## config.mk

```make
export PLATFORM = sky130hd
export DESIGN_NAME = inst_fetch
export DESIGN_NICKNAME = d
export VERILOG_FILES = /design/src/rtl/inst_fetch.sv
export SDC_FILE = /design/constraint.sdc
export NUM_CORES = 1
export LEC_CHECK = 0
export ABC_AREA = 1
export CELL_PAD_IN_SITES_DETAIL_PLACEMENT = 0
export CELL_PAD_IN_SITES_GLOBAL_PLACEMENT = 1
export CORE_ASPECT_RATIO = 1.5
export CORE_MARGIN = 3
export CORE_UTILIZATION = 31
export CTS_CLUSTER_DIAMETER = 60
export DETAILED_ROUTE_END_ITERATION = 10
export PLACE_DENSITY = 0.69
export SYNTH_ARGS = -nofsm -noshare
export SYNTH_HDL_FRONTEND = slang
export SYNTH_SLANG_ARGS = --single-unit
```

## constraint.sdc

```tcl
create_clock -name clk -period 5.8 [get_ports clk]
set_input_delay 1.74 -clock clk [delete_from_list [all_inputs] [get_ports clk]]
set_output_delay 1.74 -clock clk [all_outputs]
set_load 0.02 [all_outputs]
```

## src/rtl/inst_fetch.sv

```systemverilog
// Instruction fetch stage: streams a block of imem words into a small first-word-fall-through FIFO.
// Reads are credit-limited so decoder backpressure never drops or duplicates a word.
//
// state   | meaning
// --------+----------------------------------------------------------
// S_IDLE  | waiting for i_start; base address and count latched here
// S_FETCH | issuing imem reads while FIFO credit is available
// S_DRAIN | all reads issued; waiting for the decoder to take the rest
// S_DONE  | one-cycle completion pulse, then back to S_IDLE
module inst_fetch #(
  parameter int DATA_WIDTH = 32,
  parameter int ADDR_WIDTH = 7,
  parameter int FIFO_DEPTH = 4
) (
  input  logic                  clk,
  input  logic                  reset,
  input  logic                  i_start,
  input  logic [ADDR_WIDTH-1:0] i_base_addr,
  input  logic [ADDR_WIDTH:0]   i_num_inst,
  output logic                  o_busy,
  output logic                  o_done,
  output logic                  o_imem_read_req,
  output logic [ADDR_WIDTH-1:0] o_imem_read_addr,
  input  logic [DATA_WIDTH-1:0] i_imem_read_data,
  output logic                  o_inst_valid,
  output logic [DATA_WIDTH-1:0] o_inst_data,
  input  logic                  i_inst_ready
);

  localparam int PW = $clog2(FIFO_DEPTH);
  localparam int CW = PW + 1;
  localparam logic [CW-1:0] DEPTH_C = CW'(FIFO_DEPTH);

  typedef enum logic [1:0] {S_IDLE, S_FETCH, S_DRAIN, S_DONE} state_t;

  state_t                state;
  logic [ADDR_WIDTH-1:0] addr;
  logic [ADDR_WIDTH:0]   issue_left;
  logic [ADDR_WIDTH:0]   accept_left;
  logic                  inflight;

  logic [DATA_WIDTH-1:0] fifo_mem [FIFO_DEPTH];
  logic [PW-1:0]         wr_ptr;
  logic [PW-1:0]         rd_ptr;
  logic [CW-1:0]         fifo_count;
  logic                  push;
  logic                  pop;

  // Credit counts the in-flight word so the FIFO can never overflow.
  assign o_imem_read_req  = (state == S_FETCH) && (issue_left != '0) &&
                            ((fifo_count + CW'(inflight)) < DEPTH_C);
  assign o_imem_read_addr = addr;

  assign push         = inflight;
  assign o_inst_valid = (fifo_count != '0);
  assign pop          = o_inst_valid && i_inst_ready;
  assign o_inst_data  = o_inst_valid ? fifo_mem[rd_ptr] : '0;

  assign o_busy = (state != S_IDLE);
  assign o_done = (state == S_DONE);

  always_ff @(posedge clk or posedge reset) begin
    if (reset) begin
      inflight <= 1'b0;
    end else begin
      inflight <= o_imem_read_req;
    end
  end

  always_ff @(posedge clk or posedge reset) begin
    if (reset) begin
      for (int i = 0; i < FIFO_DEPTH; i++) fifo_mem[i] <= '0;
      wr_ptr     <= '0;
      rd_ptr     <= '0;
      fifo_count <= '0;
    end else begin
      if (push) begin
        fifo_mem[wr_ptr] <= i_imem_read_data;
        wr_ptr           <= wr_ptr + 1'b1;
      end
      if (pop) rd_ptr <= rd_ptr + 1'b1;
      case ({push, pop})
        2'b10:   fifo_count <= fifo_count + 1'b1;
        2'b01:   fifo_count <= fifo_count - 1'b1;
        default: fifo_count <= fifo_count;
      endcase
    end
  end

  always_ff @(posedge clk or posedge reset) begin
    if (reset) begin
      state       <= S_IDLE;
      addr        <= '0;
      issue_left  <= '0;
      accept_left <= '0;
    end else begin
      if (pop) accept_left <= accept_left - 1'b1;
      case (state)
        S_IDLE: begin
          if (i_start) begin
            addr        <= i_base_addr;
            issue_left  <= i_num_inst;
            accept_left <= i_num_inst;
            state       <= (i_num_inst == '0) ? S_DONE : S_FETCH;
          end
        end
        S_FETCH: begin
          if (o_imem_read_req) begin
            addr       <= addr + 1'b1;
            issue_left <= issue_left - 1'b1;
            if (issue_left == (ADDR_WIDTH+1)'(1)) state <= S_DRAIN;
          end
        end
        S_DRAIN: begin
          if (pop && accept_left == (ADDR_WIDTH+1)'(1)) state <= S_DONE;
        end
        S_DONE: state <= S_IDLE;
        default: state <= S_IDLE;
      endcase
    end
  end

endmodule

```

==> results of run 1 <==
==> tightest hold or removal path, cell delays in order (launching register included) <==
cell and delay, ns:
dfrtp_1 0.34, nand2_1 0.05, o21ai_0 0.06
==> cell families (layout without fill, tap and decap cells) <==
| family | count (synthesis) | in the layout |
|---|---|---|
| simple gates | 442 | 442 |
| compound gates | 259 | 259 |
| flops | 161 | 161 |
| buf+inv | 134 | 213 |
| fa+ha+maj | 16 | 16 |
| xor+xnor | 6 | 6 |
==> cell type report <==
class | count | area share
clock inverter | 10 | 0.0136
tap | 328 | 0.0422
multi-input combinational | 723 | 0.346
timing repair buffer | 102 | 0.104
sequential | 161 | 0.415
clock buffer | 22 | 0.0488
inverter | 79 | 0.0311
==> flip-flops by register name (all words and copies together) (netlist names) <==
name              cells
fifo_count            3
accept_left           8
state                 2
rd_ptr                2
fifo_mem            128
wr_ptr                2
inflight              1
o_imem_read_addr      7
issue_left            8
==> layout by cell type (no fill, tap or decap), types with 2 or more instances in the layout <==
cell / instances
xor2_1: 5
o21ai_0: 214
nor2_1: 151
or2_2: 4
a21oi_1: 36
inv_1: 75
buf_4: 8
a21o_1: 2
clkinv_2: 5
nand4_1: 4
nor4_1: 2
clkbuf_1: 2
nor2_2: 3
a31oi_1: 2
clkdlybuf4s50_1: 93
o21bai_1: 2
ha_1: 15
nand3_1: 22
clkinv_4: 2
nand2_1: 244
clkbuf_16: 17
clkbuf_8: 3
nand2_2: 7
dfrtp_1: 160
bufinv_16: 3
==> per-stage QoR <==
| step | util | area (um^2) | hold slack [ns] |
|---|---|---|---|
| 6_report | 0.387 | 9720 | 0.475 |
| 5_1_grt | 0.387 | 9720 | 0.492 |
| 4_1_cts | 0.387 | 9720 | 0.483 |
| 3_5_place_dp | 0.363 | 9110 | 0.468 |
| 3_3_place_gp | 0.363 | 9110 | 0.460 |
| 2_1_floorplan | - | 7920 | 0.448 |
==> worst paths after layout <==
check | from | endpoint | slack [ns] | cells after the start
max reg2reg | fifo_count[0] | fifo_count[2] | 3.48 | 8
min reg2reg | fifo_mem[78] | fifo_mem[78] | 0.48 | 2
min | fifo_mem[78] | fifo_mem[78] | 0.48 | 2
max | rd_ptr[0] | o_inst_data[15] | 1.36 | 5
min in group asynchronous | reset | fifo_mem[21] | 1.58 | 2
max in group asynchronous | reset | state[1] | 3.37 | 3
==> power breakdown <==
group	switching, mW	internal (mW)
clock	0.454	0.709
combinational	1.79	1.19
sequential	0.365	1.70
==> routing by layer <==
| layer | share of wire | GRT usage |
|---|---|---|
| met1 | 0.44 | 0.191 |
| met2 | 0.52 | 0.279 |
| met3 | 0.035 | 0.0370 |
| met4 | 0.0073 | 0.0382 |
| met5 | 0.00054 | 0 |
==> flow_summary_export.csv, run 1 <==
group,metric,value,unit
sta,fin_crit_sh,0.766,
synthesis,synth_xor_area_frac,0.00664,
grt,grt_pass1_vias,6782,
place,placement.setup.worst_slack,1.75,ns
detailed_routing,dr_total_vias,6665,
critical_path,critPathBufInv,3,
synthesis,synthMuxAreaShare,0,
cts,post_cts_buffers,0,
critical_path,slowest_delay,0.64,ns
cts,clkTransAtPathRegs,0.06,ns
floorplan,die_y,202,um
final_layout,final-seq-area,4030,um^2
place,dp_cells,1393,
critical_path,crit_path_end_kind,"output port",
synthesis,synth_edf_count,0,
synthesis,synth_warnings,0,
synthesis,synthArstFlopShare,1.00,
detailed_routing,drc,0,
detailed_routing,drt_iter0_drc,381,
pwr,cellLeakagePower,4.66,nW
place,port_buffers,93,
final_layout,layoutNonFillerInstCount,1425,
final_layout,n_fill_cell,2637,
run,cap_violations,0,
synthesis,yosysMostFrequentCell,"nand2_1",
cts,cts_sinks,161,
pwr,irDropWorstVdd,271,uV
sta,maxSlewViolCount,0,
sta,setup_slack,1.36,ns
detailed_routing,ant_nets,0,
critical_path,arrival,2.70,ns
grt,track_usage,0.158,
synthesis,synthTopCellsByCount,"nand2_1 (248), o21ai_0 (214), dfrtp_1 (161)",
run_status,status,"finished, final reports clean",
final_layout,multi_input_area,3360,um^2
floorplan,die_area,27500,um^2
floorplan,rows,71,
detailed_routing,firstDrtPassIters,5,
cts,htreeDepth,4,
floorplan,pin_count,94,
critical_path,critPathTopFamily,"buffers and inverters",
place,place.gp.congestion,0.764,
synthesis,synthAdderAreaFrac,0.0262,
synthesis,synth-simple-area-share,0.224,
cts,worstSkewPairLatency,0.43,ns
cts,cts_buffer_depth,2,
synthesis,syn_inst,1018,
critical_path,cpMaxStageDelayCell,"clkdlybuf4s50_1",
sta,setup_tns,0,ns
worst_hold_path,hp-class,"flip-flop to flip-flop",
synthesis,synth_top_family_by_area,"simple AND/OR/NAND/NOR gates",
synthesis,synth-compound-area-share,0.166,
critical_path,startpoint_type,"flip-flop",
grt,grt_pass1_wl,34600,um
sta,tightest_slew,1.13,ns
floorplan,coreArea,25100,um^2
final_layout,num_antenna_cells,0,
detailed_routing,wl_per_cell,14.4,um
critical_path,path_class,"flip-flop to output port",
floorplan,initial_core_util,0.315,
synthesis,ys_seq_area_frac,0.509,
sta,relSlewSlack,0.242,
synthesis,synthTopCellsByArea,"dfrtp_1 (51%), o21ai_0 (14%), nand2_1 (12%)",
place,dp_hpwl,13500,um
cts,cts_resized,0,
critical_path,path_max_fanout,47,
sta,min_period,4.44,ns
pwr,power.density,639,nW/um^2
detailed_routing,routed_wl,20500,um
cts,tritoncts,"yes",
detailed_routing,vias_per_cell,4.68,
synthesis,synth_top_cell_by_area,"dfrtp_1",
synthesis,ys_types,34,
sta,fmaxAchievable,0.225,GHz
sta,rsz0062_at_grt,"no",
synthesis,synth.avg_cell_area,7.78,um^2
sta,setup_viol,0,
grt,grt_remaining_overflow,0,
critical_path,cp_cell_sequence,"inv_2 -> buf_4 -> o21ai_0 -> a21oi_1 -> clkdlybuf4s50_1",
final_layout,fin_nets,1151,
synthesis,synth_top_area_share,0.509,
grt,grt_antenna_before_repair,1,
floorplan,die_w,136,um
grt,grt_max_degree,110,
sta,clock_skew,0.00664,ns
critical_path,cp.required,4.06,ns
final_layout,syn2layout_area_growth,22.8,%
synthesis,ys.flop_type,"dfrtp_1",
synthesis,ys_ff_latch,161,
cts,hold_buffers,0,
sta,hold_viol,0,
synthesis,synth_nets,1085,
final_layout,drive_gt1_frac,0.0565,
synthesis,syn_area,7920,um^2
cts,cts-root-buf,"clkbuf_16",
pwr,power.total,6.21,mW
cts,cts_buffers,17,
(Power assumes the default switching activity.)
==> run 2: changes to the inputs <==
==> constraint.sdc (replaced) <==
create_clock -name clk -period 3.9 [get_ports clk]
set_input_delay 1.17 -clock clk [delete_from_list [all_inputs] [get_ports clk]]
set_output_delay 1.17 -clock clk [all_outputs]
set_load 0.02 [all_outputs]
==> run 2 against run 1 <==
Effect of this change: clock power increased by 39%; highest routed layer is now met4; largest cell class unchanged; combinational power increased by 51%; hold slack improved by 0.0038 ns; worst setup slack got worse by 1.1 ns; core utilization increased by 0.14 points; die area unchanged; non-clock buffer count increased by 8; clock skew increased by 0.00080 ns; register-to-register slack got worse by 1.5 ns; first-iteration DRC count decreased by 12%; count of clock-buffer cells in the layout decreased by 3; sequential share of layout area decreased by 0.15 points.
==> flow_summary_export.csv, run 2 (synthesis gave the netlist of run 1 again) <==
group,metric,value,unit
run_status,status,"finished, final reports clean",
critical_path,reg2reg_slack,1.95,ns
grt,grt_pass1_vias,6679,
critical_path,cp.required,2.73,ns
place,port_buffers,93,
pwr,power.total,9.15,mW
final_layout,final_cell_mix,"nand2_1 (244), o21ai_0 (214), dfrtp_1 (160), nor2_1 (151), clkdlybuf4s50_1 (93)",
critical_path,arrival,2.46,ns
critical_path,startpoint_type,"flip-flop",
sta,tightest_slew,0.595,ns
detailed_routing,routed_wl,20500,um
cts,clkTransAtPathRegs,0.06,ns
final_layout,syn2layout_area_growth,23.2,%
detailed_routing,drt_iter0_drc,337,
worst_hold_path,min-delay-start,"fifo_mem[78]",
worst_hold_path,hold_depth,2,
cts,cts-root-buf,"clkbuf_16",
sta,setup_tns,0,ns
critical_path,cp_cell_sequence,"inv_1 -> buf_4 -> nor2_1 -> o21ai_0 -> a21oi_1 -> clkdlybuf4s50_1",
pwr,irDropWorstVdd,464,uV
floorplan,coreArea,25100,um^2
worst_hold_path,hold_end,"fifo_mem[78]",
critical_path,cpMaxStageDelayCell,"clkdlybuf4s50_1",
sta,setup_viol,0,
grt,grt_antenna_before_repair,0,
sta,clock_skew,0.00744,ns
final_layout,reg.largest.list,"fifo_mem x128, accept_left x8, issue_left x8",
critical_path,rr_startpoint,"state[1]",
sta,hold_viol,0,
pwr,cellLeakagePower,4.67,nW
grt,grt_pass1_wl,34500,um
detailed_routing,vias_per_cell,4.63,
pwr,switching_share,0.426,
critical_path,rr_worst_depth,11,
floorplan,die_area,27500,um^2
detailed_routing,highest_layer,"met4",
floorplan,die_y,202,um
cts,cts_buffer_depth,2,
final_layout,final_common_cell,"nand2_1",
place,place.gp.congestion,0.727,
pwr,p_sw,3.90,mW
cts,cts_sinks,161,
pwr,p_comb_frac,0.491,
worst_hold_path,hp-class,"flip-flop to flip-flop",
floorplan,initial_core_util,0.315,
pwr,pwr-share-clk,0.176,
detailed_routing,ant_nets,0,
final_layout,n_fill_cell,2633,
cts,htreeDepth,4,
detailed_routing,firstDrtPassIters,5,
detailed_routing,wl_met3,713,um
sta,fin_crit_sh,0.930,
critical_path,r2r_end,"o_imem_read_addr[6]",
detailed_routing,drc,0,
final_layout,num_antenna_cells,0,
cts,cts_buffers,17,
final_layout,fin_nets,1159,
detailed_routing,dr_total_vias,6641,
sta,rsz0062_at_grt,"no",
cts,tritoncts,"yes",
floorplan,die_w,136,um
floorplan,pin_count,94,
critical_path,crit_path_end_kind,"output port",
critical_path,path_max_fanout,17,
detailed_routing,dr_wl_met2,10700,um
run,cap_violations,0,
grt,grt_max_degree,102,
sta,fmaxAchievable,0.276,GHz
sta,relSlewSlack,0.602,
grt,grt_remaining_overflow,0,
final_layout,top_register,"fifo_mem",
pwr,intPower,5.25,mW
sta,maxSlewViolCount,0,
detailed_routing,wl_per_cell,14.3,um
final_layout,largest_reg_flops,128,
place,dp_hpwl,13700,um
pwr,pwr-share-seq,0.334,
floorplan,rows,71,
final_layout,drive_gt1_frac,0.0652,
cts,worstSkewPairLatency,0.43,ns
grt,track_usage,0.158,
detailed_routing,wl_met1,8840,um
cts,post_cts_buffers,0,
critical_path,slowest_delay,0.55,ns
critical_path,path_class,"flip-flop to output port",
pwr,power.density,938,nW/um^2
sta,min_period,3.63,ns
==> run 2: cell count changes in the layout (fill, tap and decap cells not counted), sizes merged <==
cell / change
buf: +8
clkinvlp: +5
clkbuf: -3
bufinv: -2
clkinv: -1
inv: +1
==> run 2: worst max-delay path by stage <==
stage | startpoint | endpoint | depth (start not counted)
2_1_floorplan | reset | accept_left[0] | 1
3_3_place_gp | rd_ptr[0] | o_inst_data[28] | 6
3_5_place_dp | rd_ptr[0] | o_inst_data[28] | 6
4_1_cts | rd_ptr[0] | o_inst_data[28] | 6
5_1_grt | rd_ptr[1] | o_inst_data[4] | 6
6_report | rd_ptr[1] | o_inst_data[4] | 6
==> run 2: metrics by stage <==
stage	hold WS [ns]	cells	instance area [um^2]	setup slack [ns]	utilization
2_1_floorplan	0.448	1018	7920	0.687	-
3_3_place_gp	0.460	1401	9190	0.553	0.365
3_5_place_dp	0.468	1401	9190	0.547	0.365
4_1_cts	0.484	1433	9750	0.0710	0.388
5_1_grt	0.500	1433	9760	0.0185	0.388
6_report	0.479	1433	9760	0.273	0.388
==> run 2: timing repair <==
| action | 4_1_cts | 5_1_grt |
|---|---|---|
| hold buffers | 0 | 0 |
| setup endpoints to repair | 0 | 6 |
| gates resized for setup | 0 | 1 |
==> run 2: layout make-up <==
class / instances / area [um^2] / area share
clock buffers: 19 / 453 / 0.0464
well taps: 328 / 410 / 0.0421
flip-flops and latches: 161 / 4030 / 0.413
clock inverters: 13 / 113 / 0.0115
multi-input cells: 723 / 3360 / 0.344
inverters: 79 / 303 / 0.0310
repair buffers: 110 / 1090 / 0.111
==> run 2: power by group through the flow <==
stage / Clock [mW] / Combinational, mW / Sequential, mW
after floorplan: 0 / 3.02 / 2.96
after global placement: 0 / 4.52 / 3.07
after detailed placement: 0 / 4.58 / 3.08
after CTS: 1.66 / 4.61 / 3.06
after global routing: 1.72 / 5.13 / 3.17
final: 1.61 / 4.49 / 3.05
==> run 2: routing by layer <==
metal	up-vias	GRT usage
met2	88	0.278
met4	0	0.0447
li1	3410	-
met3	20	0.0338
met5	-	0
met1	3123	0.191
==> run 2: worst max-delay path, delay by kind of cell (launching register included) <==
kind            cells  cell delay (ns)
compound gates      2             0.22
buf+inv             3             1.36
flops               1             0.37
simple gates        1             0.07
==> run 3: changes to the inputs <==
--- a/config.mk
+++ b/config.mk
@@ -6,14 +6,15 @@
 export NUM_CORES = 1
 export LEC_CHECK = 0
 export ABC_AREA = 1
+export CAP_MARGIN = 30
 export CELL_PAD_IN_SITES_DETAIL_PLACEMENT = 0
 export CELL_PAD_IN_SITES_GLOBAL_PLACEMENT = 1
 export CORE_ASPECT_RATIO = 1.5
 export CORE_MARGIN = 3
-export CORE_UTILIZATION = 31
+export CORE_UTILIZATION = 25
 export CTS_CLUSTER_DIAMETER = 60
 export DETAILED_ROUTE_END_ITERATION = 10
-export PLACE_DENSITY = 0.69
+export PLACE_DENSITY = 0.59
 export SYNTH_ARGS = -nofsm -noshare
 export SYNTH_HDL_FRONTEND = slang
 export SYNTH_SLANG_ARGS = --single-unit
==> run 3 against run 2 <==
Effect of this change: flip-flop and latch count is the same; maximum frequency grew 2.1%; sequential share of layout area shrank 0.75 points; clock skew grew 0.0021 ns; largest cell class unchanged; highest routed layer unchanged.
==> flow_summary_export.csv, run 3 (synthesis gave the netlist of run 1 again) <==
group,metric,value,unit
final_layout,top_register,"fifo_mem",
pwr,p_comb_frac,0.493,
worst_hold_path,hp-class,"flip-flop to flip-flop",
pwr,power.density,938,nW/um^2
sta,clock_skew,0.00957,ns
pwr,cellLeakagePower,4.72,nW
critical_path,rr_worst_depth,11,
grt,grt_pass1_vias,6843,
place,placement.setup.worst_slack,0.784,ns
final_layout,syn2layout_area_growth,25.5,%
cts,cts-root-buf,"clkbuf_16",
grt,grt_pass1_wl,36700,um
grt,grt_remaining_overflow,0,
run_status,status,"finished, final reports clean",
sta,setup_viol,0,
sta,maxSlewViolCount,0,
pwr,switching_share,0.426,
sta,tightest_slew,0.684,ns
pwr,intPower,5.35,mW
place,place.gp.congestion,0.762,
cts,cts_sinks,161,
detailed_routing,drt_iter0_drc,280,
pwr,pwr-share-seq,0.329,
place,dp_hpwl,14500,um
cts,hold_buffers,0,
cts,cts_resized,0,
floorplan,pin_count,94,
final_layout,drive_gt1_frac,0.0659,
worst_hold_path,hold_depth,2,
sta,relSlewSlack,0.542,
sta,min_period,3.55,ns
detailed_routing,routed_wl,22300,um
pwr,irDropWorstVdd,363,uV
final_layout,final_common_cell,"nand2_1",
final_layout,fin_nets,1161,
sta,setup_slack,0.347,ns
critical_path,path_class,"flip-flop to output port",
cts,tritoncts,"yes",
grt,grt_max_degree,66,
final_layout,largest_reg_flops,128,
pwr,p_sw,3.97,mW
critical_path,path_max_fanout,27,
cts,cts_buffer_depth,2,
run,cap_violations,0,
detailed_routing,wl_per_cell,14.7,um
cts,htreeDepth,4,
critical_path,crit_path_end_kind,"output port",
detailed_routing,drc,0,
floorplan,coreArea,31100,um^2
final_layout,num_antenna_cells,0,
cts,clkTransAtPathRegs,0.06,ns
sta,hold_viol,0,
floorplan,rows,79,
cts,post_cts_buffers,0,
floorplan,initial_core_util,0.254,
final_layout,reg.largest.list,"fifo_mem x128, accept_left x8, issue_left x8",
sta,fin_crit_sh,0.911,
grt,grt_antenna_before_repair,0,
detailed_routing,vias_per_cell,4.37,
detailed_routing,ant_nets,0,
detailed_routing,dr_total_vias,6604,
place,port_buffers,93,
grt,track_usage,0.138,
floorplan,die_y,224,um
final_layout,final_cell_mix,"nand2_1 (244), o21ai_0 (214), dfrtp_1 (160), nor2_1 (151), clkdlybuf4s50_1 (93)",
floorplan,die_w,151,um
critical_path,startpoint_type,"flip-flop",
sta,rsz0062_at_grt,"no",
cts,cts_buffers,17,
cts,worstSkewPairLatency,0.44,ns
floorplan,die_area,33900,um^2
critical_path,cp.required,2.73,ns
sta,fmaxAchievable,0.281,GHz
critical_path,arrival,2.38,ns
pwr,pwr-share-clk,0.178,
detailed_routing,firstDrtPassIters,5,
sta,setup_tns,0,ns
[run 3: final timing paths]
check,start,endpoint,slack (ns)
min reg2reg,issue_left[1],issue_left[1],0.47
min in group asynchronous,reset,fifo_mem[78],1.07
max,rd_ptr[0],o_inst_data[24],0.35
min,issue_left[1],issue_left[1],0.47
max in group asynchronous,reset,issue_left[1],2.22
max reg2reg,state[1],issue_left[7],1.92
[run 3: layout make-up]
type	count	area, um^2
Tap cell	405	507
Multi-Input combinational cell	723	3360
Fill cell	3363	21200
Timing Repair Buffer	112	1160
Clock inverter	9	78.8
Inverter	79	303
Sequential cell	161	4030
Clock buffer	23	498
[run 3: power by group through the flow]
stage	clock network [mW]	registers, mW	logic (mW)
3_3_place_gp	0	3.09	4.66
6_report	1.66	3.07	4.60
4_1_cts	1.73	3.07	4.71
3_5_place_dp	0	3.10	4.70
2_1_floorplan	0	2.96	3.02
5_1_grt	1.78	3.19	5.27
[run 3: metal layers]
layer	vias up	GRT usage	wire length, um
li1	3410	-	-
met1	3068	0.167	9660
met2	102	0.242	11400
met3	24	0.0293	858
met4	0	0.0477	427
met5	-	0	0
[run 3: worst max-delay path: stages (launching register included)]
cell             delay, ns
dfrtp_2               0.43
inv_2                 0.27
buf_12                0.21
o21ai_0               0.09
a21oi_1               0.28
clkdlybuf4s50_1       0.66
[run 3: stage by stage]
stage | std cells | hold WS, ns | power, mW | cell area, um^2 | utilization
final | 1512 | 0.475 | 9.32 | 9940 | 0.319
after global routing | 1512 | 0.499 | 10.2 | 9940 | 0.319
after CTS | 1512 | 0.483 | 9.52 | 9940 | 0.319
after detailed placement | 1480 | 0.465 | 7.79 | 9360 | 0.301
after global placement | 1480 | 0.461 | 7.75 | 9360 | 0.301
after floorplan | 1018 | 0.448 | 5.98 | 7920 | -
